### src/rtl/chord_mixer_pkg.sv
// Shared music-synth constants for the chord mixer: sample/sum widths,
// FSM state encoding and 16-bit saturation limits.
package chord_mixer_pkg;

  localparam int SAMPLE_W = 16;
  localparam int SUM_W    = 18;
  localparam int N_CH     = 3;

  typedef enum logic [1:0] {
    IDLE,
    COLLECT,
    SUM
  } state_t;

  localparam logic signed [SAMPLE_W-1:0] SAT_MAX = 16'sh7FFF;
  localparam logic signed [SAMPLE_W-1:0] SAT_MIN = 16'sh8000;

endpackage

### src/rtl/chord_mixer_sat_shift_sum3.sv
// Combinational three-input signed adder with arithmetic right shift,
// saturated back to a 16-bit signed sample.
module sat_shift_sum3
  import chord_mixer_pkg::*;
#(
  parameter int SHIFT = 0
) (
  input  logic signed [SAMPLE_W-1:0] a,
  input  logic signed [SAMPLE_W-1:0] b,
  input  logic signed [SAMPLE_W-1:0] c,
  output logic signed [SAMPLE_W-1:0] y
);

  logic signed [SUM_W-1:0] sum;
  logic signed [SUM_W-1:0] shifted;
  logic [SUM_W-SAMPLE_W:0] top_bits;

  always_comb begin
    sum = {{(SUM_W-SAMPLE_W){a[SAMPLE_W-1]}}, a}
        + {{(SUM_W-SAMPLE_W){b[SAMPLE_W-1]}}, b}
        + {{(SUM_W-SAMPLE_W){c[SAMPLE_W-1]}}, c};
    shifted  = sum >>> SHIFT;
    // The value fits in 16 bits only when every bit above the 16-bit sign matches it.
    top_bits = shifted[SUM_W-1:SAMPLE_W-1];
    if ((&top_bits) || !(|top_bits)) begin
      y = shifted[SAMPLE_W-1:0];
    end else if (shifted[SUM_W-1]) begin
      y = SAT_MIN;
    end else begin
      y = SAT_MAX;
    end
  end

endmodule

### src/rtl/chord_mixer.sv
// Fans a codec sample request out to three note players, collects one sample
// per active channel (with timeout), then emits their saturated mix.
module chord_mixer
  import chord_mixer_pkg::*;
#(
  parameter int TIMEOUT = 1024,
  parameter int SHIFT   = 0
) (
  input  logic                       clk,
  input  logic                       reset,
  input  logic                       generate_next,
  input  logic [N_CH-1:0]            ch_active,
  input  logic signed [SAMPLE_W-1:0] ch0_sample,
  input  logic signed [SAMPLE_W-1:0] ch1_sample,
  input  logic signed [SAMPLE_W-1:0] ch2_sample,
  input  logic                       ch0_ready,
  input  logic                       ch1_ready,
  input  logic                       ch2_ready,
  output logic                       gen_next_out,
  output logic signed [SAMPLE_W-1:0] sample_out,
  output logic                       out_ready,
  output logic                       timed_out,
  output logic                       overrun
);

  state_t state_reg, state_next;

  logic [N_CH-1:0]            mask_reg;
  logic [N_CH-1:0]            got;
  logic [N_CH-1:0]            ready_vec;
  logic [N_CH-1:0]            complete_vec;
  logic signed [SAMPLE_W-1:0] sample_vec [N_CH];
  logic signed [SAMPLE_W-1:0] cap [N_CH];
  logic [15:0]                tmo_reg;
  logic signed [SAMPLE_W-1:0] mix;
  logic                       accept;
  logic                       complete;
  logic                       last_cycle;

  assign ready_vec     = {ch2_ready, ch1_ready, ch0_ready};
  assign sample_vec[0] = ch0_sample;
  assign sample_vec[1] = ch1_sample;
  assign sample_vec[2] = ch2_sample;

  assign accept     = (state_reg == IDLE) && generate_next;
  assign complete   = &complete_vec;
  assign last_cycle = (tmo_reg == 16'(TIMEOUT - 1));

  genvar gi;
  generate
    for (gi = 0; gi < N_CH; gi++) begin : g_ch
      logic                       got_reg;
      logic signed [SAMPLE_W-1:0] cap_reg;

      always_ff @(posedge clk) begin
        if (reset || accept) begin
          got_reg <= 1'b0;
          cap_reg <= '0;
        end else if (state_reg == COLLECT && mask_reg[gi] && ready_vec[gi]) begin
          got_reg <= 1'b1;
          cap_reg <= sample_vec[gi];
        end
      end

      assign got[gi] = got_reg;
      assign cap[gi] = cap_reg;
      // A strobe in the deciding cycle counts, so the channel is done either way.
      assign complete_vec[gi] = got_reg | ~mask_reg[gi] | (mask_reg[gi] & ready_vec[gi]);
    end
  endgenerate

  sat_shift_sum3 #(.SHIFT(SHIFT)) u_sum (
    .a(cap[0]),
    .b(cap[1]),
    .c(cap[2]),
    .y(mix)
  );

  always_ff @(posedge clk) begin
    if (reset) state_reg <= IDLE;
    else       state_reg <= state_next;
  end

  always_comb begin
    state_next = state_reg;
    case (state_reg)
      IDLE:    if (generate_next) state_next = COLLECT;
      COLLECT: if (complete || last_cycle) state_next = SUM;
      SUM:     state_next = IDLE;
      default: state_next = IDLE;
    endcase
  end

  always_ff @(posedge clk) begin
    if (reset) begin
      mask_reg     <= '0;
      tmo_reg      <= '0;
      gen_next_out <= 1'b0;
      sample_out   <= '0;
      out_ready    <= 1'b0;
      timed_out    <= 1'b0;
      overrun      <= 1'b0;
    end else begin
      gen_next_out <= accept;
      out_ready    <= 1'b0;
      timed_out    <= 1'b0;
      overrun      <= generate_next && (state_reg != IDLE);
      if (accept) begin
        mask_reg <= ch_active;
        tmo_reg  <= '0;
      end
      if (state_reg == COLLECT) tmo_reg <= tmo_reg + 16'd1;
      if (state_reg == SUM) begin
        sample_out <= mix;
        out_ready  <= 1'b1;
        timed_out  <= |(mask_reg & ~got);
      end
    end
  end

endmodule

### config.mk
export PLATFORM = sky130hd
export DESIGN_NAME = chord_mixer
export DESIGN_NICKNAME = d
export VERILOG_FILES = /design/src/rtl/chord_mixer_pkg.sv /design/src/rtl/chord_mixer_sat_shift_sum3.sv /design/src/rtl/chord_mixer.sv
export SDC_FILE = /design/constraint.sdc
export NUM_CORES = 1
export LEC_CHECK = 0
export ABC_AREA = 1
export CAP_MARGIN = 10
export CORE_MARGIN = 2
export CORE_UTILIZATION = 30
export CTS_BUF_LIST = sky130_fd_sc_hd__clkbuf_16
export CTS_CLUSTER_DIAMETER = 150
export DETAILED_ROUTE_END_ITERATION = 10
export PLACE_DENSITY = 0.51
export SYNTH_ARGS = -nofsm -noshare
export SYNTH_HDL_FRONTEND = slang
export SYNTH_SLANG_ARGS = --single-unit
### constraint.sdc
create_clock -name clk -period 7.5 [get_ports clk]
set_input_delay 1.125 -clock clk [delete_from_list [all_inputs] [get_ports clk]]
set_output_delay 1.125 -clock clk [all_outputs]
set_load 0.01 [all_outputs]
==> results.cfg <==
[outcome]
status = complete, no violations

[power_and_ir_drop]
p_per_area_nw_per_um2 = 173
p_leak_nw = 2.82
ir_worst_vdd_mv = 0.105

[placed_design]
dpl.hpwl_um = 9900
dpl.cell_count = 1019
pre_cts_slack_ns = 3.42
gp_congestion = 0.832
io_buffers = 76

[timing]
worstMarginPinSlew_ns = 0.748
maxSlewViolCount = 0
slew_headroom_pct = 50.1
setup_viol = 0
finalHoldViolCount = 0
setup_tns_ns = 0
fmax_mhz = 247
rsz0062_at_grt = false
fin_crit_sh_pct = 54.0
clock-skew-final_ns = 0.0106
setup_slack_ns = 3.45
finalCriticalPeriod_ns = 4.05

[logic_synthesis]
ys_ff_latch = 92
yosys.area.top_type_share_pct = 35.6
avgSynthCellArea_um2 = 7.04
synth_edf_count = 0
synth.most_common_cell = nand2_1
yosys_warnings = 0
synthTopCellsByCount = nand2_1 (237), dfxtp_1 (92), a21oi_1 (85)
synth_ff_type = dfxtp_1
synth_fp_nets = 829
seq_area_frac_synth_pct = 35.6
netlist_instances = 735
async_flop_share_pct = 0
synthesis.area_um2 = 5170
ys_types = 40
synthTopCellsByArea = dfxtp_1 (36%), nand2_1 (17%), ha_1 (8.5%), a21oi_1 (8.2%), inv_1 (4.8%)
yosys.area.top_type = dfxtp_1

[setup_path]
slowest_delay_ns = 0.48
crit_arrival_ns = 4.27
cp_common_cell = a21oi_1
worstSetupEndpointType = register
crit_fanout = 15
start_kind = register
worstPathRequired_ns = 7.72
timing_worst_setup_path_type = reg2reg
cp_slowest_cell = a21oi_4
regToRegStartpoint = g_ch[0].cap_reg[0]$_SDFFE_PP0P_
crit_path_cell_trace = ha_1, inv_1, fa_1, o21ai_0, a21boi_0, o21ai_0, a31oi_1, xor2_1, ha_1, a21oi_1, o21bai_1, a21oi_1, nand2_1, nand2_1, nand2_2, a21oi_4, a21oi_1
crit_start = g_ch[0].cap_reg[0]$_SDFFE_PP0P_

[floorplanning]
io_pins = 77
start_util_pct = 30.3
dieArea_um2 = 18300
die_x_um = 135
fp.coreArea_um2 = 17100
die_height_um = 135
num_rows = 48

[clock_network]
cts_buffers = 9
cts_tree = built
cts.path.max_buffers = 2
ctsRootBufferMaster = clkbuf_16
cts.repair.resized = 0
post_cts_buffers = 0
cts_sinks = 92
clkTransAtPathRegs_ns = 0.07
htree_levels = 3
clock_latency_ns = 0.35
cts_hold_buf = 0

[global_route]
grt_pass1_wl_um = 22000
grt_pass1_vias = 4537
grt_max_degree = 56
grt-ovfl-total = 0
antenna_found_initial = 0
grt_use_total_pct = 14.9

[worst_hold_path]
min-delay-start = g_ch[0].cap_reg[6]$_SDFFE_PP0P_
hp-class = reg2reg

[drt]
drt_first_iter_violations = 231
wl_per_cell_um = 12.3
drt_wl_total_um = 12700
vias = 4720
first_pass_iters = 4
viasPerCell = 4.56
drc = 0
ant_nets = 0

[finish]
insertedDiodeCount = 0
largest_reg_flops = 48
layout-drive-gt1-share_pct = 6.06
area_delta_synth_final_pct = 25.1
fin_nets = 899
fillers = 1907
fin_cells = 1034

[run]
drv_cap = 0
[logic make-up after synthesis]
kind of cell,share of synthesized area (%)
AOI/OAI and AO/OA,16.8
xor gates and xnor gates,4.57
adders and majority gates,9.24
buffers and inverters,6.75
DFF,35.6
and+or+nand+nor,27.1
[path summary, 6_finish.rpt]
check,endpoint,slack [ns],cells past startpoint
setup / recovery,sample_out[4]$_SDFFE_PP0P_,3.45,17
setup reg to reg,sample_out[4]$_SDFFE_PP0P_,3.45,17
hold / removal,g_ch[0].cap_reg[6]$_SDFFE_PP0P_,0.47,2
hold reg to reg,g_ch[0].cap_reg[6]$_SDFFE_PP0P_,0.47,2
[per-layer routing]
metal	global-route usage, %	wire length, µm	part of all wire [%]	vias up
met5	0	0	0	-
met4	3.99	116	0.91	0
met3	3.63	515	4.0	7
met2	23.5	5700	45	75
met1	20.5	6420	50	2097
li1	-	-	-	2541
[cell usage in the layout (no fill, tap or decap), types with 3 or more instances in the layout]
cell             Yosys  routed
bufinv_16            0       3
ha_1                35      35
o31ai_1              3       3
a31oi_1              3       3
xnor2_1              4       4
nand2_1            237     237
nand4_1              6       6
nor2_1              43      43
a221oi_1             4       4
nor2_2               7       7
inv_2                3       3
nor3_1               5       5
inv_1               66      66
dfxtp_1             92      92
nand2_2              9       9
nand3_1             27      27
a21oi_2             10      10
clkbuf_16            0       9
o21ai_0             31      31
a22oi_1              3       3
clkdlybuf4s50_1      0      76
xor2_1              23      23
a21oi_1             85      85
[power breakdown]
group	switching, mW	total (mW)	internal (mW)
registers	0.00511	0.503	0.498
logic	0.0491	0.0967	0.0476
clock network	0.198	0.522	0.325
[worst max-delay path, delay by kind of cell (launching register included)]
kind	cells	cell delay [ns]
flip-flops	1	0.33
AO/OA/AOI/OAI	9	2.19
adder cells (fa/ha/maj)	3	0.85
XOR/XNOR	1	0.22
buffers and inverters	1	0.06
AND/OR/NAND/NOR	3	0.27
[area by class of cell]
cell class,instances,area [µm²],share of cell area [%]
multi-input combinational,555,2980,46.1
sequential,92,1840,28.4
timing repair buffer,77,768,11.9
tap,225,282,4.35
inverter,70,263,4.06
clock buffer,9,225,3.48
clock inverter,6,111,1.72
[through the flow]
step	hold WS (ns)	total power, mW	area (µm²)	util [%]
global placement	0.456	0.612	6140	36.0
floorplan	0.441	0.557	5170	-
global route	0.488	1.17	6470	38.0
CTS	0.469	1.14	6470	38.0
finish	0.468	1.12	6470	38.0
detailed placement	0.459	0.612	6140	36.0
(Power assumes the default switching activity.)
